$ cat src/rtl/uart_pkg.sv
// rtl/uart_pkg.sv - shared UART constants, frame format and receiver state type
package uart_pkg;

    localparam int UART_OVERSAMPLE = 16;
    localparam int UART_DATA_BITS  = 8;

    // Line levels of the framing bits, common to transmitter and receiver
    localparam logic FRAME_START_BIT = 1'b0;
    localparam logic FRAME_STOP_BIT  = 1'b1;

    typedef enum logic [1:0] {
        ST_IDLE,
        ST_START,
        ST_DATA,
        ST_STOP
    } uart_state_t;

endpackage

$ cat src/rtl/uart_rx_sync.sv
// rtl/uart_rx_sync.sv - two-flop synchroniser for the serial line with falling-edge detect
module uart_rx_sync (
    input  logic rxclk,
    input  logic reset_n,
    input  logic i_rx,
    output logic o_rx_s,
    output logic o_fall
);

    logic r_meta;
    logic r_sync;
    logic r_prev;

    // Reset to the idle-high level so a line already low at release reads as one falling edge
    always_ff @(posedge rxclk or negedge reset_n) begin
        if (!reset_n) begin
            r_meta <= 1'b1;
            r_sync <= 1'b1;
            r_prev <= 1'b1;
        end else begin
            r_meta <= i_rx;
            r_sync <= r_meta;
            r_prev <= r_sync;
        end
    end

    assign o_rx_s = r_sync;
    assign o_fall = r_prev & ~r_sync;

endmodule

$ cat src/rtl/uart_rx.sv
// rtl/uart_rx.sv - oversampling UART receiver with one-entry holding register
module uart_rx
    import uart_pkg::*;
#(
    parameter int OVERSAMPLE = UART_OVERSAMPLE,
    parameter int DATA_BITS  = UART_DATA_BITS
) (
    input  logic                 rxclk,
    input  logic                 reset_n,
    input  logic                 uld_rx_data,
    output logic [DATA_BITS-1:0] rx_data,
    input  logic                 rx_enable,
    input  logic                 rx_in,
    output logic                 rx_empty,
    output logic                 rx_frame_err,
    output logic                 rx_over_run
);

    localparam int CW = $clog2(OVERSAMPLE);
    localparam int BW = $clog2(DATA_BITS);

    localparam logic [CW-1:0] CNT_HALF = CW'(OVERSAMPLE / 2 - 1);
    localparam logic [CW-1:0] CNT_LAST = CW'(OVERSAMPLE - 1);
    localparam logic [BW-1:0] LAST_BIT = BW'(DATA_BITS - 1);

    logic                 w_rx_s;
    logic                 w_fall;
    logic                 w_complete;

    uart_state_t          r_state;
    logic [CW-1:0]        r_cnt;
    logic [BW-1:0]        r_bit_idx;
    logic [DATA_BITS-1:0] r_shift;
    logic [DATA_BITS-1:0] r_data;
    logic                 r_empty;
    logic                 r_frame_err;
    logic                 r_over_run;

    uart_rx_sync u_sync (
        .rxclk   (rxclk),
        .reset_n (reset_n),
        .i_rx    (rx_in),
        .o_rx_s  (w_rx_s),
        .o_fall  (w_fall)
    );

    assign w_complete = rx_enable && (r_state == ST_STOP) && (r_cnt == CNT_LAST);

    always_ff @(posedge rxclk or negedge reset_n) begin
        if (!reset_n) begin
            r_state   <= ST_IDLE;
            r_cnt     <= '0;
            r_bit_idx <= '0;
            r_shift   <= '0;
        end else if (!rx_enable) begin
            r_state   <= ST_IDLE;
            r_cnt     <= '0;
            r_bit_idx <= '0;
        end else begin
            case (r_state)
                ST_IDLE: begin
                    if (w_fall) begin
                        r_state <= ST_START;
                        r_cnt   <= '0;
                    end
                end
                ST_START: begin
                    // Mid-start-bit recheck rejects short glitches on the line
                    if (r_cnt == CNT_HALF) begin
                        r_cnt <= '0;
                        if (w_rx_s != FRAME_START_BIT) begin
                            r_state <= ST_IDLE;
                        end else begin
                            r_state   <= ST_DATA;
                            r_bit_idx <= '0;
                        end
                    end else begin
                        r_cnt <= r_cnt + CW'(1);
                    end
                end
                ST_DATA: begin
                    if (r_cnt == CNT_LAST) begin
                        r_shift[r_bit_idx] <= w_rx_s;
                        r_cnt              <= '0;
                        if (r_bit_idx == LAST_BIT) begin
                            r_state <= ST_STOP;
                        end else begin
                            r_bit_idx <= r_bit_idx + BW'(1);
                        end
                    end else begin
                        r_cnt <= r_cnt + CW'(1);
                    end
                end
                ST_STOP: begin
                    if (r_cnt == CNT_LAST) begin
                        r_state <= ST_IDLE;
                        r_cnt   <= '0;
                    end else begin
                        r_cnt <= r_cnt + CW'(1);
                    end
                end
                default: begin
                    r_state <= ST_IDLE;
                    r_cnt   <= '0;
                end
            endcase
        end
    end

    // A completing frame takes priority over a simultaneous unload
    always_ff @(posedge rxclk or negedge reset_n) begin
        if (!reset_n) begin
            r_data      <= '0;
            r_empty     <= 1'b1;
            r_frame_err <= 1'b0;
            r_over_run  <= 1'b0;
        end else if (w_complete) begin
            r_data      <= r_shift;
            r_frame_err <= (w_rx_s != FRAME_STOP_BIT);
            r_empty     <= 1'b0;
            if (!r_empty && !uld_rx_data) begin
                r_over_run <= 1'b1;
            end else if (uld_rx_data) begin
                r_over_run <= 1'b0;
            end
        end else if (uld_rx_data) begin
            r_empty    <= 1'b1;
            r_over_run <= 1'b0;
        end
    end

    assign rx_data      = r_data;
    assign rx_empty     = r_empty;
    assign rx_frame_err = r_frame_err;
    assign rx_over_run  = r_over_run;

endmodule

$ cat config.mk
export PLATFORM = sky130hd
export DESIGN_NAME = uart_rx
export DESIGN_NICKNAME = d
export VERILOG_FILES = /design/src/rtl/uart_pkg.sv /design/src/rtl/uart_rx_sync.sv /design/src/rtl/uart_rx.sv
export SDC_FILE = /design/constraint.sdc
export NUM_CORES = 1
export LEC_CHECK = 0
export ABC_AREA = 1
export CORE_AREA = 4 4 63 65
export CTS_CLUSTER_DIAMETER = 60
export CTS_CLUSTER_SIZE = 8
export DETAILED_ROUTE_END_ITERATION = 16
export DIE_AREA = 0 0 67 69
export GPL_TIMING_DRIVEN = 0
export PLACE_DENSITY = 0.65
export SLEW_MARGIN = 0
export SYNTH_ARGS = -nofsm -noshare
export SYNTH_HDL_FRONTEND = slang
export SYNTH_SLANG_ARGS = --single-unit
export TNS_END_PERCENT = 50
$ cat constraint.sdc
create_clock -name rxclk -period 2.3 [get_ports rxclk]
set_input_delay 0.345 -clock rxclk [delete_from_list [all_inputs] [get_ports rxclk]]
set_output_delay 0.345 -clock rxclk [all_outputs]
set_load 0.01 [all_outputs]
Yosys cells after proc, flatten, opt, wreduce, memory -nomap -nowiden
Cells that the tools add are included.
{ "totals": {"register_bits": 31, "in_bits": 5, "out_inout_bits": 11, "elab_cells": 70} }
{ "op_classes": {"addsub": 2, "order_cmp": 2, "eq_ne": 14, "muxes": 27, "n_bitwise": 2, "n_reduce_logical": 12} }
{ "op_table": {"columns": ["op", "n"], "rows": [
  ["2-to-1 mux 4 bit", 4],
  ["2-to-1 mux 3 bit", 5],
  ["!= test 3 bit (second input constant)", 5],
  ["2-to-1 mux 2 bit", 7],
  ["one-hot mux 4 bit (3 select lines)", 1],
  ["AND reduction 5 bit", 2],
  ["bitwise mux 8 bit", 1],
  ["one-hot mux 2 bit (4 select lines)", 1],
  ["2-to-1 mux 1 bit", 6],
  ["!= test 3 x 2 -> 1 bit (second input constant)", 2],
  ["one-hot mux 3 bit (2 select lines)", 1],
  ["adder 4 x 1 -> 4 bit (second input constant)", 1],
  ["== test 2 bit (second input constant)", 2],
  ["== test 4 x 3 -> 1 bit (second input constant)", 1],
  ["== test 4 bit (second input constant)", 1],
  ["logical AND 1 bit", 4],
  ["less-than comparator 3 x 4 -> 1 bit (second input constant)", 1],
  ["adder 3 x 1 -> 3 bit (second input constant)", 1],
  ["demux 1 bit (select 3 bit)", 1],
  ["== test 3 bit (second input constant)", 1],
  ["greater-or-equal comparator 3 x 1 -> 1 bit (second input constant)", 1],
  ["!= test 3 x 1 -> 1 bit (second input constant)", 1],
  ["AND reduction 3 bit", 1],
  ["== test 2 x 1 -> 1 bit (second input constant)", 1],
  ["6 further kinds", 7]
]} }

Longest topological paths before layout
Gate-level depths: netlist of run 1.
{ "logic_depth": {"depth_word": 5, "depth_mapped": 8, "ltp_nobuf": 8} }

Hierarchy
A second synthesis of run 1 with hierarchy kept.
{ "hier_totals": {"hier_cells": 182, "area_unflattened_um2": 1496.4} }
{ "modules_own_cells": {"columns": ["module", "instances", "cells_per_inst", "area_per_inst_um2"], "rows": [
  ["uart_rx", 1, 177, 1407.6],
  ["uart_rx_sync", 1, 5, 88.8]
]} }

Worst setup path after synthesis of run 1
No wires, ideal clock.
{ "synth_timing": {"path_type": "register to register", "start": "reg r_bit_idx[0]", "end": "reg r_bit_idx[0]", "setup_time_ns": 0.117, "arrival_time_ns": 1.246, "required_time_ns": 2.183, "setup_slack_ns": 0.937, "stages_incl_launch_ff": 7, "cell_sequence": "dfrtp_1 ha_1 ha_1 o211ai_2 nand2_4 nand2_1 nand2_1"} }
{ "synth_via": {"elab_chain_len": 5, "elab_cells_between_ends": 8} }
{ "synth_rtl": {"columns": ["element", "line", "source"], "rows": [
  ["from (decl)", "uart_rx.sv:32", "logic [BW-1:0] r_bit_idx;"],
  ["from (signal assigned)", "uart_rx.sv:88", "r_bit_idx <= r_bit_idx + BW'(1);"],
  ["adder 3 x 1 -> 3 bit", "uart_rx.sv:88", null],
  ["2-to-1 mux 3 bit", "uart_rx.sv:85", "if (r_bit_idx == LAST_BIT) begin"],
  ["2-to-1 mux 3 bit", "uart_rx.sv:82", "if (r_cnt == CNT_LAST) begin"],
  ["one-hot mux 3 bit (2 select lines)", "uart_rx.sv:60", "case (r_state)"],
  ["2-to-1 mux 3 bit", "uart_rx.sv:55", "end else if (!rx_enable) begin"]
]} }
Several ways; a longest one is shown, not always the timed one. The select of a mux whose other input is x is not followed.
A chain may end at the register's enable or synchronous reset.

Worst setup path in the final report of run 1
{ "layout_timing": {"start": "reg r_empty, in the netlist rx_empty", "end": "out rx_empty"} }
{ "layout_lines": {"columns": ["element", "line", "source"], "rows": [
  ["from (decl)", "uart_rx.sv:35", "logic r_empty;"],
  ["from (signal assigned)", "uart_rx.sv:114", "r_empty <= 1'b1;"],
  ["from (signal assigned)", "uart_rx.sv:120", "r_empty <= 1'b0;"],
  ["from (signal assigned)", "uart_rx.sv:127", "r_empty <= 1'b1;"],
  ["to (decl)", "uart_rx.sv:14", "output logic rx_empty,"]
]} }
No word-level cell between the ends.

==> run metrics, run 1 <==
status completed; Hold WS 0.0347 ns; first-pass GRT wire length 5180 um; Clock Sinks 31; Clk network pwr share 32.5%; routed vias 1,152; drt first-iter violations 88; gr ovfl total 0; Logic pwr share 21.2%; Worst Skew 0.00975 ns; ant diodes 0; final worst slack 0.561 ns; dominant cell type by area after synthesis dfrtp_1; CTS H-tree depth 2; Post-Synthesis Cell Area 1460 um^2; CTS clk-pin slew, worst paths 0.10 ns; Critical-path top delay cell dfstp_2; commonest non-fill, non-tap cell in the layout nand2_1; Core Area 3340 um^2; leakage 0.000890 uW; port bufs 15; clk buf depth 2; root buf cell clkbuf_4; # DRC 0; Seq pwr share 46.3%; most frequent cells in the layout nand2_1, dfrtp_1, nand3_1; vias in the first global route 1,203; Most Used Layer, Global Route met2; initial antenna violation count 0; DRT Wirelength 2760 um; ANT nets after route 0; Slew @ Worst Pin 0.667 ns; pin count of the biggest net entering global routing 32; Power Dens Cells 793 nW/um^2; clk_lat worst skew 0.33 ns; CTS Hold Buffers Added 0; M2 GR Usage 22.8%; post-synthesis sequential area ratio 53.4%; Yosys warning count 0; sw frac 32.1%; NetSw 446 uW; GPL Wtd Cong 0.845; final setup fails 0; WP buf/inv 1; syn nets 181; # rows 21; Worst setup EP type primary output; crit path launch type flip-flop; TritonRoute pass-1 iters 4; layout cell share with drive strength beyond 1 13.8%; CTS tree yes; setup TNS 0 ns; die width 67 um; critical path's top delay family flip-flops; DP Worst Slack 0.332 ns; crit share post-route 75.6%; biggest cell delay along the critical path 0.54 ns; Max Fclk 575 MHz; cells along the critical path clkdlybuf4s50_1; Resize count post-CTS 0; Mapped Cells 173; unrepaired setup endpoints after global routing no; Worst Hold Class input port to asynchronous set/reset pin; Worst IR Drop VDD 593 uV; Worst slew margin 55.5%; Int Pwr 943 uW; reg2reg path depth 7; Max FO, Critical Path 2; minimum clock period after layout 1.74 ns; IO Pins 16; worst path required time 1.96 ns; Die Y 69 um; Cell variety after synth 26; die area 4620 um^2; post-CTS setup buffers 0; wire length per cell 11.4 um; Cells after DPL 234; flops & latches, synth 31; GR met1 Demand/Resource 17.6%; vias per cell 4.76; Avg Cell Area, Syn 8.45 um^2; GRT Resource Usage Total 14.4%; CP Depth 1; Hold Fails Final Rpt 0; Max Cap Viol 0; initial core utilization 43.8%; Layout area overhead 19.8%; CTS buffer count 5; Slew Limit Fails 0; Synth top area share 46.2%; Post-Layout Cell Count 242; synth top area cells dfrtp_1, nand2_1, dfstp_2; detailed placement HPWL 2030 um; Total Nets Final 203; CP Class flip-flop to primary output; CP Data Arrival Time 1.39 ns; met3 usage 4.06%
==> Yosys cell counts (all sizes together) <==
| library cell | number |
|---|---|
| o21ai | 13 |
| nand3 | 15 |
| xor2 | 1 |
| xnor2 | 1 |
| dfrtp | 27 |
| ha | 3 |
| o211ai | 1 |
| o31ai | 1 |
| a21oi | 1 |
| buf | 1 |
| nor3 | 1 |
| nand3b | 2 |
| clkinv | 2 |
| nand2 | 67 |
| dfstp | 4 |
| nor2 | 16 |
| inv | 15 |
| o21bai | 2 |
==> path summary, 6_finish.rpt <==
kind,startpoint,endpoint,slack (ns)
max reg2reg,r_cnt[0]$_DFFE_PN0P_,rx_over_run$_DFF_PN0_,0.71
min reg2reg,u_sync.r_meta$_DFF_PN1_,u_sync.o_rx_s$_DFF_PN1_,0.36
max,rx_empty$_DFFE_PN1P_,rx_empty,0.56
max in group asynchronous,reset_n,r_shift[0]$_DFFE_PN0P_,1.82
min in group rxclk,u_sync.r_meta$_DFF_PN1_,u_sync.o_rx_s$_DFF_PN1_,0.36
min,reset_n,rx_data[1]$_DFFE_PN0P_,0.03
==> through the flow <==
step | util, % | total power [uW] | cell area, um^2
5_1_grt | 52.5 | 1480 | 1750
3_3_place_gp | 50.1 | 933 | 1670
2_1_floorplan | - | 872 | 1460
6_report | 52.5 | 1390 | 1750
4_1_cts | 52.6 | 1400 | 1760
3_5_place_dp | 50.1 | 948 | 1670
==> power by group through the flow <==
stage	clock network, uW	logic (uW)	registers (uW)
2_1_floorplan	0	232	641
3_3_place_gp	0	282	651
3_5_place_dp	0	295	653
4_1_cts	461	297	643
5_1_grt	490	340	653
6_report	451	294	644
==> state kept, by name, indices dropped and copies added, names as in the netlist <==
register       flops
rx_empty           1
u_sync.o_rx_s      1
r_shift            8
r_bit_idx          3
u_sync.r_prev      1
r_cnt              4
rx_over_run        1
r_state            2
u_sync.r_meta      1
rx_frame_err       1
rx_data            8
==> logic make-up (layout without fill, tap and decap cells) <==
logic type	after synthesis	count (layout)	share of synthesized area [%]
and+or+nand+nor	101	101	30.7
DFF	31	31	53.4
AOI/OAI and AO/OA	18	18	7.18
buffers and inverters	18	41	4.96
adders and majority gates	3	3	2.57
xor gates and xnor gates	2	2	1.20
==> area by class of cell <==
type | count | area, um^2
Fill cell | 316 | 1590
Tap cell | 46 | 57.6
Timing Repair Buffer | 15 | 145
Clock buffer | 6 | 51.3
Multi-Input combinational cell | 124 | 609
Clock inverter | 2 | 35.0
Inverter | 17 | 67.6
Sequential cell | 31 | 781
Buffer | 1 | 5.00
==> layer usage <==
metal	vias up	part of all wire, %
met1	526	48
met3	5	4.2
met4	0	1.7
met2	26	46
met5	-	0
li1	595	-
Power figures use the tool's default switching activity.
==> inputs of run 2 (changes only) <==
==> constraint.sdc (replaced) <==
create_clock -name rxclk -period 1.6 [get_ports rxclk]
set_input_delay 0.24 -clock rxclk [delete_from_list [all_inputs] [get_ports rxclk]]
set_output_delay 0.24 -clock rxclk [all_outputs]
set_load 0.01 [all_outputs]
==> run metrics, run 2 (synthesis gave the netlist of run 1 again) <==
status completed (unchanged); ANT nets after route 0 (unchanged); R2R Path End r_bit_idx[2]$_DFFE_PN0P_ (was rx_over_run$_DFF_PN0_); CP Class flip-flop to primary output (unchanged); root buf cell clkbuf_4 (unchanged); Worst IR Drop VDD 864 uV (was 593 uV); vias in the first global route 1,203 (unchanged); Slew Limit Fails 0 (unchanged); Hold Fails Final Rpt 0 (unchanged); Seq pwr share 45.5% (was 46.3%); Core Area 3340 um^2 (unchanged); initial antenna violation count 0 (unchanged); total power 2030 uW (was 1390 uW); Layout fillers 312 (was 316); # DRC 0 (unchanged); Total Nets Final 205 (was 203); Min-Delay Endpoint u_sync.r_meta$_DFF_PN1_; worst path required time 1.36 ns (was 1.96 ns); vias per cell 4.73 (was 4.76); CTS H-tree depth 2 (unchanged); cells along the critical path clkdlybuf4s50_1 (unchanged); die width 67 um (unchanged); hold path depth 1; # rows 21 (unchanged); commonest non-fill, non-tap cell in the layout nand2_1 (unchanged); IO Pins 16 (unchanged); Critical-path top delay cell clkdlybuf4s50_1 (was dfstp_2); DP Worst Slack -0.263 ns (was 0.332 ns); most frequent cells in the layout nand2_1, dfrtp_1, nand3_1 (unchanged); initial core utilization 43.8% (unchanged); Post-DP Area 1670 um^2 (unchanged); clk buf depth 2 (unchanged); port bufs 15 (unchanged); gr ovfl total 0 (unchanged); Final Cell Area 1780 um^2 (was 1750 um^2); footprint of the multi-input gates 618 um^2 (was 609 um^2); layout cell share with drive strength beyond 1 15.7% (was 13.8%); GPL Wtd Cong 0.845 (unchanged); Die Y 69 um (unchanged); NetSw 652 uW (was 446 uW); Power Dens Cells 1140 nW/um^2 (was 793 nW/um^2); die area 4620 um^2 (unchanged); detailed placement HPWL 2030 um (unchanged); minimum clock period after layout 1.49 ns; Cells after DPL 234 (unchanged); hold path start rx_in; Max Cap Viol 0 (unchanged); Int Pwr 1380 uW (was 943 uW); final setup fails 0 (unchanged); CTS buffer count 5 (unchanged); pin count of the biggest net entering global routing 32 (unchanged); ant diodes 0 (unchanged); biggest cell delay along the critical path 0.54 ns (about the same); wire length per cell 11.4 um (about the same); Logic pwr share 22.5% (was 21.2%); crit path launch type flip-flop (unchanged); crit share post-route 93.3%; clk_lat worst skew 0.33 ns (about the same); WP buf/inv 1 (unchanged); reg-to-reg slack, setup 0.12 ns (was 0.71 ns); Max Fclk 670 MHz; TritonRoute pass-1 iters 4 (unchanged); sw frac 32.1% (about the same); GRT Resource Usage Total 14.4% (unchanged); Layout area overhead 21.6% (was 19.8%); reg2reg path depth 6 (was 7); Clk network pwr share 32.0% (was 32.5%); Worst Skew 0.00986 ns (was 0.00975 ns); first-pass GRT wire length 5180 um (unchanged); Worst slew margin 55.0% (was 55.5%); CP Data Arrival Time 1.25 ns (was 1.39 ns); CTS clk-pin slew, worst paths 0.10 ns (about the same); critical path's top delay family buffers and inverters (was flip-flops); drt first-iter violations 80 (was 88); Register Area 782 um^2 (was 781 um^2); Max FO, Critical Path 2 (unchanged); Post-Layout Cell Count 244 (was 242); Crit Reg-Reg Startpoint r_bit_idx[0]$_DFFE_PN0P_ (was r_cnt[0]$_DFFE_PN0P_); final worst slack 0.107 ns (was 0.561 ns); Worst Hold Class input port to flip-flop (was input port to asynchronous set/reset pin); CTS tree yes (unchanged); leakage 0.000896 uW (was 0.000890 uW); DRT Wirelength 2790 um (was 2760 um); Clock Sinks 31 (unchanged); Worst setup EP type primary output (unchanged); Slew @ Worst Pin 0.675 ns (was 0.667 ns); routed vias 1,153 (was 1,152)
[run 2: how the worst max path moves through the flow]
stage,start,endpoint,cells past startpoint
2_1_floorplan,r_bit_idx[0]$_DFFE_PN0P_,r_bit_idx[0]$_DFFE_PN0P_,6
3_3_place_gp,reset_n,r_cnt[1]$_DFFE_PN0P_,1
3_5_place_dp,reset_n,r_cnt[1]$_DFFE_PN0P_,1
4_1_cts,r_bit_idx[0]$_DFFE_PN0P_,r_bit_idx[2]$_DFFE_PN0P_,6
5_1_grt,r_bit_idx[0]$_DFFE_PN0P_,r_state[0]$_DFFE_PN0P_,8
6_report,rx_data[6]$_DFFE_PN0P_,rx_data[6],1
[run 2: what timing repair did]
item                                    in CTS  in global routing
pin swaps                                    0                  0
endpoints found under the hold margin        0                 27
hold buffers                                 0                  1
endpoints found under the setup margin       3                 11
gates resized for setup                      2                  3
setup buffers                                0                  1
[run 2: metrics by stage]
step                      TNS (ns)  hold WS, ns  utilization, %
after floorplan                  0      -0.0556               -
after global placement       -7.60        0.348            50.1
after detailed placement     -9.17        0.347            50.1
after CTS                        0        0.291            52.6
after global routing       -0.0103        0.278            53.3
final                            0        0.307            53.3
[run 2: area by class of cell]
type                            count  share of cell area (%)
Inverter                           17                    3.87
Multi-Input combinational cell    124                    34.7
Clock inverter                      2                    1.97
Timing Repair Buffer               17                    9.07
Tap cell                           46                    3.23
Buffer                              1                   0.281
Sequential cell                    31                    44.0
Clock buffer                        6                    2.88
[run 2: routing by layer]
layer	global-route usage (%)	wire, um	up-vias
met5	0	0	-
met4	7.21	47	0
met3	4.06	106	6
met2	22.8	1300	24
met1	17.6	1340	525
li1	-	-	598
[run 2: power groups by stage]
| stage | registers [uW] | clock network, uW | logic (uW) |
|---|---|---|---|
| CTS | 924 | 662 | 427 |
| global route | 936 | 704 | 526 |
| floorplan | 921 | 0 | 333 |
| finish | 924 | 650 | 456 |
| global placement | 935 | 0 | 405 |
| detailed placement | 939 | 0 | 425 |
